File: src/rtl/cond_unit_pkg.sv
// rtl/cond_unit_pkg.sv - condition codes, slot states and request bundle for the conditional-execution unit
package cond_unit_pkg;

    // ARM condition field encodings, bits [31:28] of the instruction
    typedef enum logic [3:0] {
        COND_EQ = 4'h0,
        COND_NE = 4'h1,
        COND_CS = 4'h2,
        COND_CC = 4'h3,
        COND_MI = 4'h4,
        COND_PL = 4'h5,
        COND_VS = 4'h6,
        COND_VC = 4'h7,
        COND_HI = 4'h8,
        COND_LS = 4'h9,
        COND_GE = 4'hA,
        COND_LT = 4'hB,
        COND_GT = 4'hC,
        COND_LE = 4'hD,
        COND_AL = 4'hE,
        COND_NV = 4'hF
    } cond_e;

    // Occupancy of the single-entry output register
    typedef enum logic {
        SLOT_EMPTY = 1'b0,
        SLOT_FULL  = 1'b1
    } slot_e;

    // Write requests carried alongside an instruction
    typedef struct packed {
        logic [3:0] flag_write;
        logic       reg_write;
        logic       mem_write;
        logic       pc_src;
    } req_t;

    // Bit positions inside a {N,Z,C,V} flags vector
    localparam int FLAG_N = 3;
    localparam int FLAG_Z = 2;
    localparam int FLAG_C = 1;
    localparam int FLAG_V = 0;

    // Pass the request bundle through only when enabled, otherwise all zero
    function automatic req_t gate_req(input req_t req, input logic en);
        req_t r;
        r = en ? req : '0;
        return r;
    endfunction

endpackage

File: src/rtl/cond_unit_cond_check.sv
// rtl/cond_unit_cond_check.sv - combinational ARM condition evaluation against {N,Z,C,V}
module cond_check
    import cond_unit_pkg::*;
(
    input  logic [3:0] i_cond,
    input  logic [3:0] i_flags,
    output logic       o_pass
);

    logic w_n;
    logic w_z;
    logic w_c;
    logic w_v;
    logic w_ge;

    assign w_n  = i_flags[FLAG_N];
    assign w_z  = i_flags[FLAG_Z];
    assign w_c  = i_flags[FLAG_C];
    assign w_v  = i_flags[FLAG_V];
    // Signed greater-or-equal is shared by GE/LT/GT/LE
    assign w_ge = (w_n == w_v);

    // Decode the condition field into a single pass bit
    always_comb begin
        o_pass = 1'b0;
        case (i_cond)
            COND_EQ: o_pass = w_z;
            COND_NE: o_pass = !w_z;
            COND_CS: o_pass = w_c;
            COND_CC: o_pass = !w_c;
            COND_MI: o_pass = w_n;
            COND_PL: o_pass = !w_n;
            COND_VS: o_pass = w_v;
            COND_VC: o_pass = !w_v;
            COND_HI: o_pass = w_c && !w_z;
            COND_LS: o_pass = !w_c || w_z;
            COND_GE: o_pass = w_ge;
            COND_LT: o_pass = !w_ge;
            COND_GT: o_pass = !w_z && w_ge;
            COND_LE: o_pass = w_z || !w_ge;
            COND_AL: o_pass = 1'b1;
            default: o_pass = 1'b0;
        endcase
    end

endmodule

File: src/rtl/cond_unit.sv
// rtl/cond_unit.sv - execute-stage conditional-execution slot with flag interlock and gated write enables
module cond_unit
    import cond_unit_pkg::*;
#(
    parameter int CNT_W = 16
) (
    input  logic             CLK,
    input  logic             Reset,
    input  logic             InValid,
    output logic             InReady,
    input  logic [3:0]       Cond,
    input  logic [3:0]       FlagWriteReq,
    input  logic             RegWriteReq,
    input  logic             MemWriteReq,
    input  logic             PCSrcReq,
    input  logic [3:0]       Flags,
    output logic             OutValid,
    input  logic             OutReady,
    output logic             CondEx,
    output logic [3:0]       FlagWrite,
    output logic             RegWrite,
    output logic             MemWrite,
    output logic             PCSrc,
    output logic [CNT_W-1:0] StallCount
);

    slot_e            r_state;
    slot_e            w_state_nxt;
    req_t             r_req;
    logic             r_cond_ex;
    logic [CNT_W-1:0] r_stall_cnt;

    req_t             w_req_in;
    req_t             w_req_out;
    logic             w_pass;
    logic             w_out_valid;
    logic             w_in_fire;
    logic             w_out_fire;
    logic             w_pending;
    logic             w_hazard;
    logic             w_in_ready;
    logic             w_cnt_sat;

    cond_check u_cond_check (
        .i_cond  (Cond),
        .i_flags (Flags),
        .o_pass  (w_pass)
    );

    assign w_req_in.flag_write = FlagWriteReq;
    assign w_req_in.reg_write  = RegWriteReq;
    assign w_req_in.mem_write  = MemWriteReq;
    assign w_req_in.pc_src     = PCSrcReq;

    assign w_out_valid = (r_state == SLOT_FULL);
    assign w_out_fire  = w_out_valid && OutReady;

    // A held instruction that will write flags makes the Flags input stale for
    // anything conditional; AL does not look at flags and may slip in behind it.
    assign w_pending  = w_out_valid && r_cond_ex && (|r_req.flag_write);
    assign w_hazard   = w_pending && (Cond != COND_AL);
    assign w_in_ready = !w_hazard && (!w_out_valid || OutReady);
    assign w_in_fire  = InValid && w_in_ready;

    assign w_cnt_sat  = (r_stall_cnt == {CNT_W{1'b1}});

    // Slot occupancy register
    always_ff @(posedge CLK) begin
        if (Reset) begin
            r_state <= SLOT_EMPTY;
        end else begin
            r_state <= w_state_nxt;
        end
    end

    // Slot next state: a new accept wins over a drain so a same-cycle replace stays full
    always_comb begin
        w_state_nxt = r_state;
        if (w_in_fire) begin
            w_state_nxt = SLOT_FULL;
        end else if (w_out_fire) begin
            w_state_nxt = SLOT_EMPTY;
        end
    end

    // Capture condition result and requests on accept; hold them while stalled
    always_ff @(posedge CLK) begin
        if (Reset) begin
            r_cond_ex <= 1'b0;
            r_req     <= '0;
        end else if (w_in_fire) begin
            r_cond_ex <= w_pass;
            r_req     <= w_req_in;
        end
    end

    // Count cycles an offered instruction was held back by the flag interlock
    always_ff @(posedge CLK) begin
        if (Reset) begin
            r_stall_cnt <= '0;
        end else if (InValid && w_hazard && !w_cnt_sat) begin
            r_stall_cnt <= r_stall_cnt + CNT_W'(1);
        end
    end

    // Enables exist only in the fire cycle so each instruction commits exactly once
    assign w_req_out  = gate_req(r_req, r_cond_ex && w_out_fire);

    assign InReady    = w_in_ready;
    assign OutValid   = w_out_valid;
    assign CondEx     = r_cond_ex;
    assign FlagWrite  = w_req_out.flag_write;
    assign RegWrite   = w_req_out.reg_write;
    assign MemWrite   = w_req_out.mem_write;
    assign PCSrc      = w_req_out.pc_src;
    assign StallCount = r_stall_cnt;

endmodule

File: config.mk
export PLATFORM = sky130hd
export DESIGN_NAME = cond_unit
export DESIGN_NICKNAME = d
export VERILOG_FILES = /design/src/rtl/cond_unit_pkg.sv /design/src/rtl/cond_unit_cond_check.sv /design/src/rtl/cond_unit.sv
export SDC_FILE = /design/constraint.sdc
export NUM_CORES = 1
export LEC_CHECK = 0
export ABC_AREA = 0
export ABC_CLOCK_PERIOD_IN_PS = 3820
export CORE_ASPECT_RATIO = 2
export CORE_MARGIN = 10
export CORE_UTILIZATION = 44
export CTS_BUF_LIST = sky130_fd_sc_hd__clkbuf_8 sky130_fd_sc_hd__clkbuf_16
export CTS_CLUSTER_SIZE = 16
export DETAILED_ROUTE_END_ITERATION = 8
export PLACE_DENSITY = 0.79
export SLEW_MARGIN = 0
export SYNTH_ARGS = -nofsm -noshare
export SYNTH_HDL_FRONTEND = slang
export SYNTH_SLANG_ARGS = --single-unit
File: constraint.sdc
create_clock -name CLK -period 3.82 [get_ports CLK]
set_input_delay 0.764 -clock CLK [delete_from_list [all_inputs] [get_ports CLK]]
set_output_delay 0.764 -clock CLK [all_outputs]
set_load 0.1 [all_outputs]
==> results.toml <==
[synth]
async_flop_share_pct = 0
syn_area_per_cell_um2 = 8.805
synth.distinct_cells = 42
synth_top_flop_cell = "dfxtp_1"
syn-num-nets = 180
seq_area_frac_synth_pct = 35.52
yosys-top-cells-area = "dfxtp_1, xnor2_1, mux2i_1"
synth_edf_count = 0
netlist.area_leader.share_pct = 35.52
netlist_area_um2 = 1409
ys_ff_latch = 25
yosys.area.top_type = "dfxtp_1"
syn_inst = 160
yosysWarnings = 0

[clock_network]
clk_pin_slew_ps = 100
htreeDepth = 1
clk_latency_ps = 270
cts_made_buffers = 3
cts_tree = "done"
cts_hold_buf = 0
ctsResizeCount = 0
cts_root_buffer = "clkbuf_8"
cts_sinks = 25
cts_setup_buffers = 0
clock_path_buffers = 2

[sta]
relSlewSlack_pct = 34.44
rsz0062_at_grt = "false"
hold_viol = 0
period_needed_ps = 2934
tightest_slew_ps = 980.4
slew_violations = 0
fin_tns_setup_ps = 0
fin_skew_ps = 8.358
setup_ws_ps = 886.0
fmax_mhz = 340.8
post-route-period-util_pct = 76.81
finalSetupViolations = 0

[critical_path]
ff2ff_path_depth = 5
critPathMaxFanout = 9
worstPathRequired_ps = 3060
arrival_ps = 2170
crit_chain = "clkdlybuf4s50_1 -> nand4b_1 -> nand3_2 -> and2_2 -> buf_12"
reg2reg_slack_ps = 1840
timing.rr.start = "StallCount[12]$_SDFFE_PP0P_"
cpMaxStageDelayCell = "clkdlybuf4s50_1"
r2r_end = "StallCount[14]$_SDFFE_PP0P_"
critPathLaunchType = "primary input"
critPathMaxStageDelay_ps = 570
crit_type = "in -> out"
endpoint_kind = "output pin"

[hold_path]
hold_path.class = "reg -> reg"
hold_depth = 2
worstHoldStart = "r_req[2]$_SDFFE_PP0P_"
hold_end = "r_req[2]$_SDFFE_PP0P_"

[routing]
dr_total_vias = 1298
drc = 0
via_per_inst = 5.643
wl_um = 3732
ant_nets = 0
wl_per_cell_um = 16.23
first_iter_violations = 18
firstDrtPassIters = 4

[placed_design]
pre_cts_slack_ps = 889.2
numPortBuffers = 44
dp_hpwl_um = 2928
post-place-cells = 226
gp_congestion = 0.8656

[finish]
final_cell_mix = "clkdlybuf4s50_1, dfxtp_1, nor2_1"
syn2layout_area_growth_pct = 32.95
fin_util_pct = 60.02
drive_gt1_share_pct = 12.06
layout_commonest_cell = "clkdlybuf4s50_1"
stdcell_count = 230
fin_nets = 220
n_antenna_cell = 0

[power_and_ir_drop]
total_power_mw = 0.5271
power-per-cell-area_nw_per_um2 = 281.4
vdd_drop_max_mv = 0.2632
p_leak_nw = 0.6630

[die]
initial_utilization_pct = 45.15
coreArea_um2 = 3120
dieArea_um2 = 6003
die_w_um = 60.01
pin_count = 45
die_h_um = 100.0
core.rowCount = 29

[global_routing]
grt-ovfl-total = 0
grt_pass1_vias = 1325
grt_pass1_wl_um = 6134
grt_use_total_pct = 12.49
grt_max_degree = 27
antenna_found_initial = 0

[run]
drv_cap = 0

[outcome]
status = "finished clean"
[synth_stat cells, types with 2 or more instances]
cell / instances
dfxtp_1: 25
nor2_1: 24
xnor2_1: 17
mux2i_1: 9
nor3_1: 8
and2_1: 7
nand2_1: 6
nand3_1: 6
and3_1: 4
nand4_1: 4
a21oi_1: 3
and2_2: 3
clkbuf_1: 3
inv_1: 3
and4_1: 2
buf_2: 2
buf_6: 2
nand2b_1: 2
nand3_2: 2
nand3b_1: 2
nor3b_1: 2
nor4_1: 2
nor4_2: 2
o21ai_0: 2
[worst max-delay path, delay by kind of cell]
kind,cells,cell delay [ps]
buffers and inverters,2,740
and+or+nand+nor,3,660
[state kept, by name, indices dropped and copies added (netlist names)]
register / flops
StallCount: 16
OutValid: 1
CondEx: 1
r_req: 7
[cell families (layout without fill, tap and decap cells)]
group / after synthesis / count (layout) / synth area share (%)
adder cells (fa/ha/maj): 1 / 1 / 0.8880
flip-flops: 25 / 25 / 35.52
XOR/XNOR: 18 / 18 / 11.19
buffers and inverters: 12 / 51 / 4.795
AND/OR/NAND/NOR: 83 / 83 / 34.63
AO/OA/AOI/OAI: 12 / 12 / 6.573
multiplexers: 9 / 9 / 6.395
[per-layer routing]
metal / vias up / routed length (µm) / GRT usage [%]
met4: 0 / 85 / 6.424
met1: 621 / 1325 / 12.09
met2: 33 / 2119 / 22.93
li1: 636 / - / -
met5: - / 0 / 0
met3: 8 / 201 / 2.655
[stage by stage]
| step | hold WS (ps) | cell area, µm² |
|---|---|---|
| 2_1_floorplan | 454.8 | 1409 |
| 3_3_place_gp | 467.8 | 1824 |
| 3_5_place_dp | 492.1 | 1824 |
| 4_1_cts | 520.3 | 1873 |
| 5_1_grt | 554.4 | 1873 |
| 6_report | 519.0 | 1873 |
[how the worst max path moves through the flow]
stage,from,cells after the start,slack (ps),endpoint
2_1_floorplan,CondEx$_SDFFE_PP0P_,2,990,FlagWrite[0]
3_3_place_gp,Cond[0],5,930,InReady
3_5_place_dp,Cond[0],5,890,InReady
4_1_cts,Cond[0],5,880,InReady
5_1_grt,Cond[0],5,790,InReady
6_report,Cond[0],5,890,InReady
[layout make-up]
cell class,instances,area [µm²]
Tap cell,31,38.79
Fill cell,283,1247
Clock inverter,1,7.507
Sequential cell,25,500.5
Multi-Input combinational cell,123,840.8
Timing Repair Buffer,44,432.9
Clock buffer,3,41.29
Inverter,3,11.26
[power by group]
part	leakage (nW)	internal (mW)	switching, mW
clock network	0.0217	0.0739	0.0887
registers	0.203	0.267	0.00467
logic	0.438	0.0417	0.0509
Note: power is estimated with default switching activity, not from simulation.
